[src/rtl/mem_access_stage.sv]
// mem_access_stage: data-memory access stage behind the EX/MEM register.
// Issues the dmem read/write handshake, stalls upstream stages until the
// memory responds, and returns aligned, sign/zero-extended load data.
// Optional build macro: MEM_MISALIGN_TRAP_EN. When it is defined, misaligned
// half/word accesses end with mem_err and issue no strobe.
//
// state | meaning
// IDLE  | no access in flight; memory instructions are detected here
// REQ   | strobe asserted, waiting for dmem_resp or for the timeout
// DONE  | result/err held for MEM/WB until advance
module mem_access_stage #(
  parameter int unsigned DMEM_TIMEOUT = 0
) (
  input  logic        clk,
  input  logic        rst_n,
  input  logic        ex_valid,
  input  logic        mem_read,
  input  logic        mem_write,
  input  logic [2:0]  funct3,
  input  logic [31:0] alu_addr,
  input  logic [31:0] store_data,
  input  logic [3:0]  wmask_in,
  input  logic        advance,
  output logic        dmem_read,
  output logic        dmem_write,
  output logic [31:0] dmem_addr,
  output logic [31:0] dmem_wdata,
  output logic [3:0]  dmem_byte_enable,
  input  logic [31:0] dmem_rdata,
  input  logic        dmem_resp,
  output logic [31:0] load_data,
  output logic        mem_stall,
  output logic        mem_done,
  output logic        mem_err
);

  typedef enum logic [1:0] {IDLE, REQ, DONE} state_t;

  state_t      state, state_nx;
  logic        access;
  logic        misalign;
  logic        go_req;
  logic        go_trap;
  logic        resp_hit;
  logic        tmo_hit;
  logic        tmo_fire;
  logic [2:0]  f3_q;
  logic [1:0]  off_q;

  assign access = ex_valid & (mem_read | mem_write);

`ifdef MEM_MISALIGN_TRAP_EN
  // Halfword needs an even offset; word (funct3[1] set) needs offset 0.
  assign misalign = ((funct3[1:0] == 2'b01) && alu_addr[0]) ||
                    (funct3[1] && (alu_addr[1:0] != 2'b00));
`else
  assign misalign = 1'b0;
`endif

  generate
    if (DMEM_TIMEOUT > 0) begin : g_tmo
      localparam logic [31:0] TMO_LAST = 32'(DMEM_TIMEOUT - 1);
      logic [31:0] tmo_cnt;

      // Counts REQ cycles; restarts from zero on every new request.
      always_ff @(posedge clk or negedge rst_n) begin
        if (!rst_n)             tmo_cnt <= '0;
        else if (state != REQ)  tmo_cnt <= '0;
        else                    tmo_cnt <= tmo_cnt + 32'd1;
      end

      assign tmo_hit = (state == REQ) && (tmo_cnt == TMO_LAST);
    end else begin : g_no_tmo
      assign tmo_hit = 1'b0;
    end
  endgenerate

  // A response in the final timeout cycle still counts as a normal completion.
  assign tmo_fire = tmo_hit & ~dmem_resp;

  // Extracts the addressed byte/half and extends it according to funct3.
  function automatic logic [31:0] extend_load(input logic [2:0]  f3,
                                              input logic [1:0]  off,
                                              input logic [31:0] rdata);
    logic [31:0] shifted;
    logic [15:0] half;
    shifted = rdata >> {off, 3'b000};
    half    = off[1] ? rdata[31:16] : rdata[15:0];
    case (f3)
      3'b000:  extend_load = {{24{shifted[7]}}, shifted[7:0]};
      3'b100:  extend_load = {24'h0, shifted[7:0]};
      3'b001:  extend_load = {{16{half[15]}}, half};
      3'b101:  extend_load = {16'h0, half};
      default: extend_load = rdata;
    endcase
  endfunction

  // State register.
  always_ff @(posedge clk or negedge rst_n) begin
    if (!rst_n) state <= IDLE;
    else        state <= state_nx;
  end

  // Next-state decode and combinational stall.
  always_comb begin
    state_nx  = state;
    mem_stall = 1'b0;
    go_req    = 1'b0;
    go_trap   = 1'b0;
    resp_hit  = 1'b0;
    case (state)
      IDLE: begin
        mem_stall = access;
        if (access) begin
          if (misalign) begin
            go_trap  = 1'b1;
            state_nx = DONE;
          end else begin
            go_req   = 1'b1;
            state_nx = REQ;
          end
        end
      end
      REQ: begin
        mem_stall = 1'b1;
        if (dmem_resp) begin
          resp_hit = 1'b1;
          state_nx = DONE;
        end else if (tmo_fire) begin
          state_nx = DONE;
        end
      end
      DONE: begin
        if (advance) state_nx = IDLE;
      end
      default: state_nx = IDLE;
    endcase
  end

  assign mem_done = (state == DONE);

  // Request latch, strobe control and result capture.
  always_ff @(posedge clk or negedge rst_n) begin
    if (!rst_n) begin
      dmem_read        <= 1'b0;
      dmem_write       <= 1'b0;
      dmem_addr        <= '0;
      dmem_wdata       <= '0;
      dmem_byte_enable <= '0;
      load_data        <= '0;
      mem_err          <= 1'b0;
      f3_q             <= '0;
      off_q            <= '0;
    end else if (go_req || go_trap) begin
      dmem_addr        <= {alu_addr[31:2], 2'b00};
      dmem_wdata       <= store_data << {alu_addr[1:0], 3'b000};
      dmem_byte_enable <= mem_write ? wmask_in : 4'b0000;
      f3_q             <= funct3;
      off_q            <= alu_addr[1:0];
      dmem_write       <= go_req & mem_write;
      dmem_read        <= go_req & mem_read & ~mem_write;
      load_data        <= '0;
      mem_err          <= go_trap;
    end else if (resp_hit || tmo_fire) begin
      dmem_read  <= 1'b0;
      dmem_write <= 1'b0;
      if (resp_hit && dmem_read) load_data <= extend_load(f3_q, off_q, dmem_rdata);
      else                       load_data <= '0;
      mem_err    <= tmo_fire;
    end else if ((state == DONE) && advance) begin
      load_data <= '0;
      mem_err   <= 1'b0;
    end
  end

endmodule

[config.mk]
export PLATFORM = sky130hd
export DESIGN_NAME = mem_access_stage
export DESIGN_NICKNAME = d
export VERILOG_FILES = /design/src/rtl/mem_access_stage.sv
export SDC_FILE = /design/constraint.sdc
export NUM_CORES = 1
export LEC_CHECK = 0
export CORE_AREA = 2 2 117 119
export CTS_CLUSTER_DIAMETER = 200
export CTS_CLUSTER_SIZE = 24
export DETAILED_ROUTE_END_ITERATION = 6
export DIE_AREA = 0 0 119 121
export HOLD_SLACK_MARGIN = 0.15
export PLACE_DENSITY = 0.76
export SETUP_SLACK_MARGIN = 0.1
export SLEW_MARGIN = 40
export SYNTH_ARGS = -nofsm -noshare
export SYNTH_HDL_FRONTEND = slang
export SYNTH_SLANG_ARGS = --single-unit
[constraint.sdc]
create_clock -name clk -period 2 [get_ports clk]
set_clock_uncertainty 0.15 [all_clocks]
set_input_delay 0.3 -clock clk [delete_from_list [all_inputs] [get_ports clk]]
set_output_delay 0.3 -clock clk [all_outputs]
set_load 0.02 [all_outputs]
==> metrics.md <==
| Metric | Value |
|---|---|
| Cells after synthesis | 450 |
| Area share of xor/xnor cells in the synthesized design | 0% |
| Gr ovfl total | 0 |
| Multiplexer fraction of the synthesized cell area | between 10% and 20% |
| Data arrival time of the critical path | 1.38 ns |
| Final HPWL from detailed placement | 11220 µm |
| Die width | ~120 µm |
| Final worst path period share | 91.56% |
| DR iter-0 viols | ~320 |
| Antenna cell count | 0 |
| Share of Yosys cell area claimed by the top area cell type | 53.57% |
| Clock root buffer | sky130_fd_sc_hd__clkbuf_16 |
| Total Wirelength | 14550 µm |
| Num CTS Buffers | 9 |
| Final RePlAce weighted congestion | ~0.89 |
| Yosys Warn Count | 0 |
| Sequential share of the synthesized area | a little over half |
| Core region area | 0.01309 mm² |
| Die Outline Area | 0.01440 mm² |
| Synthesized flop and latch total | around 110 |
| Die Span Y | 121 µm |
| Maximum fanout count along the critical path | 11 |
| Number of global-route vias before repair | 4612 |
| WL/cell | 17.02 µm |
| Net load switching power | 3.861 mW |
| Maximum clock insertion buffer count | 2 |
| Number of setup violations in the final report | 0 |
| First-pass detailed-route iteration total | 5 |
| Relative contribution of sequential cells to total power | approximately a third |
| Logic depth of the worst register-to-register path | 4 |
| Number of remaining DRC errors | 0 |
| Most used flip-flop cell after synthesis | sky130_fd_sc_hd__dfrtp_1 |
| Setup ws final | 0.1687 ns |
| First-pass GRT wire length | around 23000 µm |
| Post-synthesis share of cell area spent on and, or, nand and nor gates | 9.562% |
| Number of nets in the final layout | 784 |
| TritonCTS clock tree | built |
| Std-Cell Rows | between 40 and 50 |
| Fraction of registers with async set/reset | 100.0% |
| Least-Margin Pin Slew | 0.5912 ns |
| Share of the synthesized area in compound gates (AO/OA/AOI/OAI) | about 17% |
| Via density per instance | 5.199 |
| GRT Total Usage | about a fifth |
| Number of buffer cells added on primary ports | 211 |
| Result of the run | finished clean |
| Clock latency reported for the late side of the worst-skew pair | 0.35 ns |
| Synth Area per Inst | about 11 µm² |
| Max Clk Rate | about 550 MHz |
| Pleak | 3.287 nW |
| Share of post-route cells with drive strength above 1 | 15.61% |
| Class of the most critical hold timing path | input pin to async pin |
| Critical Path End Type | primary output |
| CP Class | register to primary output |
| Number of enable flip-flop cells after synthesis | 0 |
| Max Transition Viols Final | 0 |
| Slew headroom | between 60 and 70% |
| Clock edge transition at the registers on the reported setup and hold paths | 0.08 ns |
| Endpoints failing hold | 0 |
| Initial antenna violation count | 0 |
| Residual antenna-violating net count after detailed routing | 0 |
| Via count of the routed design | 4445 |
| IR Drop Worst-Case VDD | 0.0008250 V |
| Largest net degree at the start of global routing | 92 |
| Max-Cap Viols | 0 |
| Post-Place Setup Slack | -0.1801 ns |
| Startpoint type of the worst setup path | register |
| Initial standard-cell utilization of the core | 38.20% |
| Switching share of power | between 30% and 40% |
| Post-Synthesis Cell Area | around 0.005 mm² |
| Area delta synth->final | 55.62% |
| Most numerous cell in the Yosys netlist | sky130_fd_sc_hd__dfrtp_1 |
| Cell internal power dissipation | 6.496 mW |
| Num Clock Sinks | 107 |
| Power share of the combinational group | between 40% and 50% |
| Minimum hold slack | 0.3042 ns |
| Data required, critical path | 1.55 ns |
| Dominant combinational cell family by area after synthesis | compound AO/OA/AOI/OAI gates |
| Clock network fraction of design power | ~17% |
| Minimum period implied by the final worst setup slack | between 1.5 and 2 ns |
| RSZ-0062 raised after global routing | false |
| Most common library cells after synthesis | sky130_fd_sc_hd__dfrtp_1, sky130_fd_sc_hd__nand2_1, sky130_fd_sc_hd__mux2_2 |
| Post-synth top area cell | sky130_fd_sc_hd__dfrtp_1 |
| Top-level port count | 215 |
| Pwr/cell area | 1331 mW/mm² |
| Largest cells by area after synthesis | sky130_fd_sc_hd__dfrtp_1, sky130_fd_sc_hd__mux2_2, sky130_fd_sc_hd__mux2i_1 |
| Share of synthesized cell area in full adder, half adder and majority cells | 0% |
| Netlist cell types | 39 |
| Number of H-tree branching levels | 3 |
## flip-flops by register name, indices dropped and copies added, names as in the netlist
name / count
dmem_byte_enable: 4
dmem_read: 1
dmem_wdata: 32
f3_q: 3
off_q: 2
dmem_addr: 30
dmem_write: 1
state: 2
load_data: 32
## kinds of logic (layout without fill, tap and decap cells)
kind of cell    count (synthesis)  after routing
compound gates                123            123
other cells                     1              3
flops                         107            107
mux                            71             71
simple gates                  102            102
buf+inv                        46            273
## area by class of cell
class,instances,area [µm²]
clock buffer,10,239.0
clock inverter,6,47.55
fill,1043,5306
inverter,10,37.54
multi-input combinational,299,2113
sequential,107,2681
tap,176,220.2
timing repair buffer,247,2440
## what timing repair did
item | in CTS | in global routing
endpoints found under the setup margin | 5 | 9
resized for setup | 4 | 4
hold buffers | 1 | 0
endpoints found under the hold margin | 34 | 0
setup buffers | 0 | 1
## routing by layer
layer / wire (µm) / vias up / GRT usage [%]
met5: 0 / - / 0
met4: 345 / 0 / 8.036
met3: 1076 / 22 / 4.934
met2: 7155 / 202 / 35.31
met1: 5976 / 2152 / 25.39
li1: - / 2069 / -
## path summary, 6_finish.rpt
| check | start | end | slack (ns) |
|---|---|---|---|
| min | rst_n | load_data[14]$_DFFE_PN0P_ | 0.30 |
| max reg2reg | off_q[1]$_DFFE_PN0P_ | load_data[14]$_DFFE_PN0P_ | 0.19 |
| min reg2reg | dmem_byte_enable[1]$_DFFE_PN0P_ | dmem_byte_enable[1]$_DFFE_PN0P_ | 0.34 |
| min in group clk | dmem_byte_enable[1]$_DFFE_PN0P_ | dmem_byte_enable[1]$_DFFE_PN0P_ | 0.34 |
| max in group asynchronous | rst_n | dmem_wdata[0]$_DFFE_PN0P_ | 0.75 |
| max | state[1]$_DFFE_PN0P_ | mem_done | 0.17 |
## critical path: stages, from the launching register on
cell and delay (ns):
sky130_fd_sc_hd__dfrtp_2 0.45, sky130_fd_sc_hd__nor2b_1 0.21, sky130_fd_sc_hd__clkdlybuf4s15_1 0.37
## cells in the final DEF (no fill, tap or decap), types with 2 or more instances in the layout
master and instances:
sky130_fd_sc_hd__nand2_1 55, sky130_fd_sc_hd__dfrtp_1 104, sky130_fd_sc_hd__and2_1 5, sky130_fd_sc_hd__a21oi_1 27, sky130_fd_sc_hd__a22o_1 4, sky130_fd_sc_hd__mux2_2 45
sky130_fd_sc_hd__nor2b_1 14, sky130_fd_sc_hd__mux2i_1 25, sky130_fd_sc_hd__nor2_1 14, sky130_fd_sc_hd__clkdlybuf4s50_1 208, sky130_fd_sc_hd__clkinv_4 2, sky130_fd_sc_hd__a211oi_1 8
sky130_fd_sc_hd__clkbuf_16 9, sky130_fd_sc_hd__buf_12 5, sky130_fd_sc_hd__conb_1 3, sky130_fd_sc_hd__inv_1 10, sky130_fd_sc_hd__o31ai_1 8, sky130_fd_sc_hd__dfrtp_2 3
sky130_fd_sc_hd__o2bb2ai_1 8, sky130_fd_sc_hd__a221o_1 16, sky130_fd_sc_hd__o21ai_0 33, sky130_fd_sc_hd__nand2b_1 2, sky130_fd_sc_hd__o221ai_1 4, sky130_fd_sc_hd__buf_4 31
sky130_fd_sc_hd__a22oi_1 2, sky130_fd_sc_hd__inv_6 2, sky130_fd_sc_hd__o22ai_1 4, sky130_fd_sc_hd__or3_1 7
## metrics by stage
step                total power [mW]  area [µm²]  setup TNS [ns]  utilization, %  cells
CTS                            10.45        7772               0           59.40    854
global route                   10.94        7779               0           59.45    855
global placement               8.552        7476          -7.645           57.13    837
floorplan                      6.170        5006               0               -    452
finish                         10.36        7779               0           59.45    855
detailed placement             8.710        7476          -10.58           57.13    837
## power by group through the flow
stage / clock [mW] / combinational [mW] / sequential [mW]
6_report: 1.72 / 5.09 / 3.54
3_5_place_dp: 0 / 5.12 / 3.59
2_1_floorplan: 0 / 1.75 / 4.43
4_1_cts: 1.75 / 5.12 / 3.57
5_1_grt: 1.84 / 5.43 / 3.68
3_3_place_gp: 0 / 5.01 / 3.55
No activity file was read; power rests on OpenSTA's default activity.
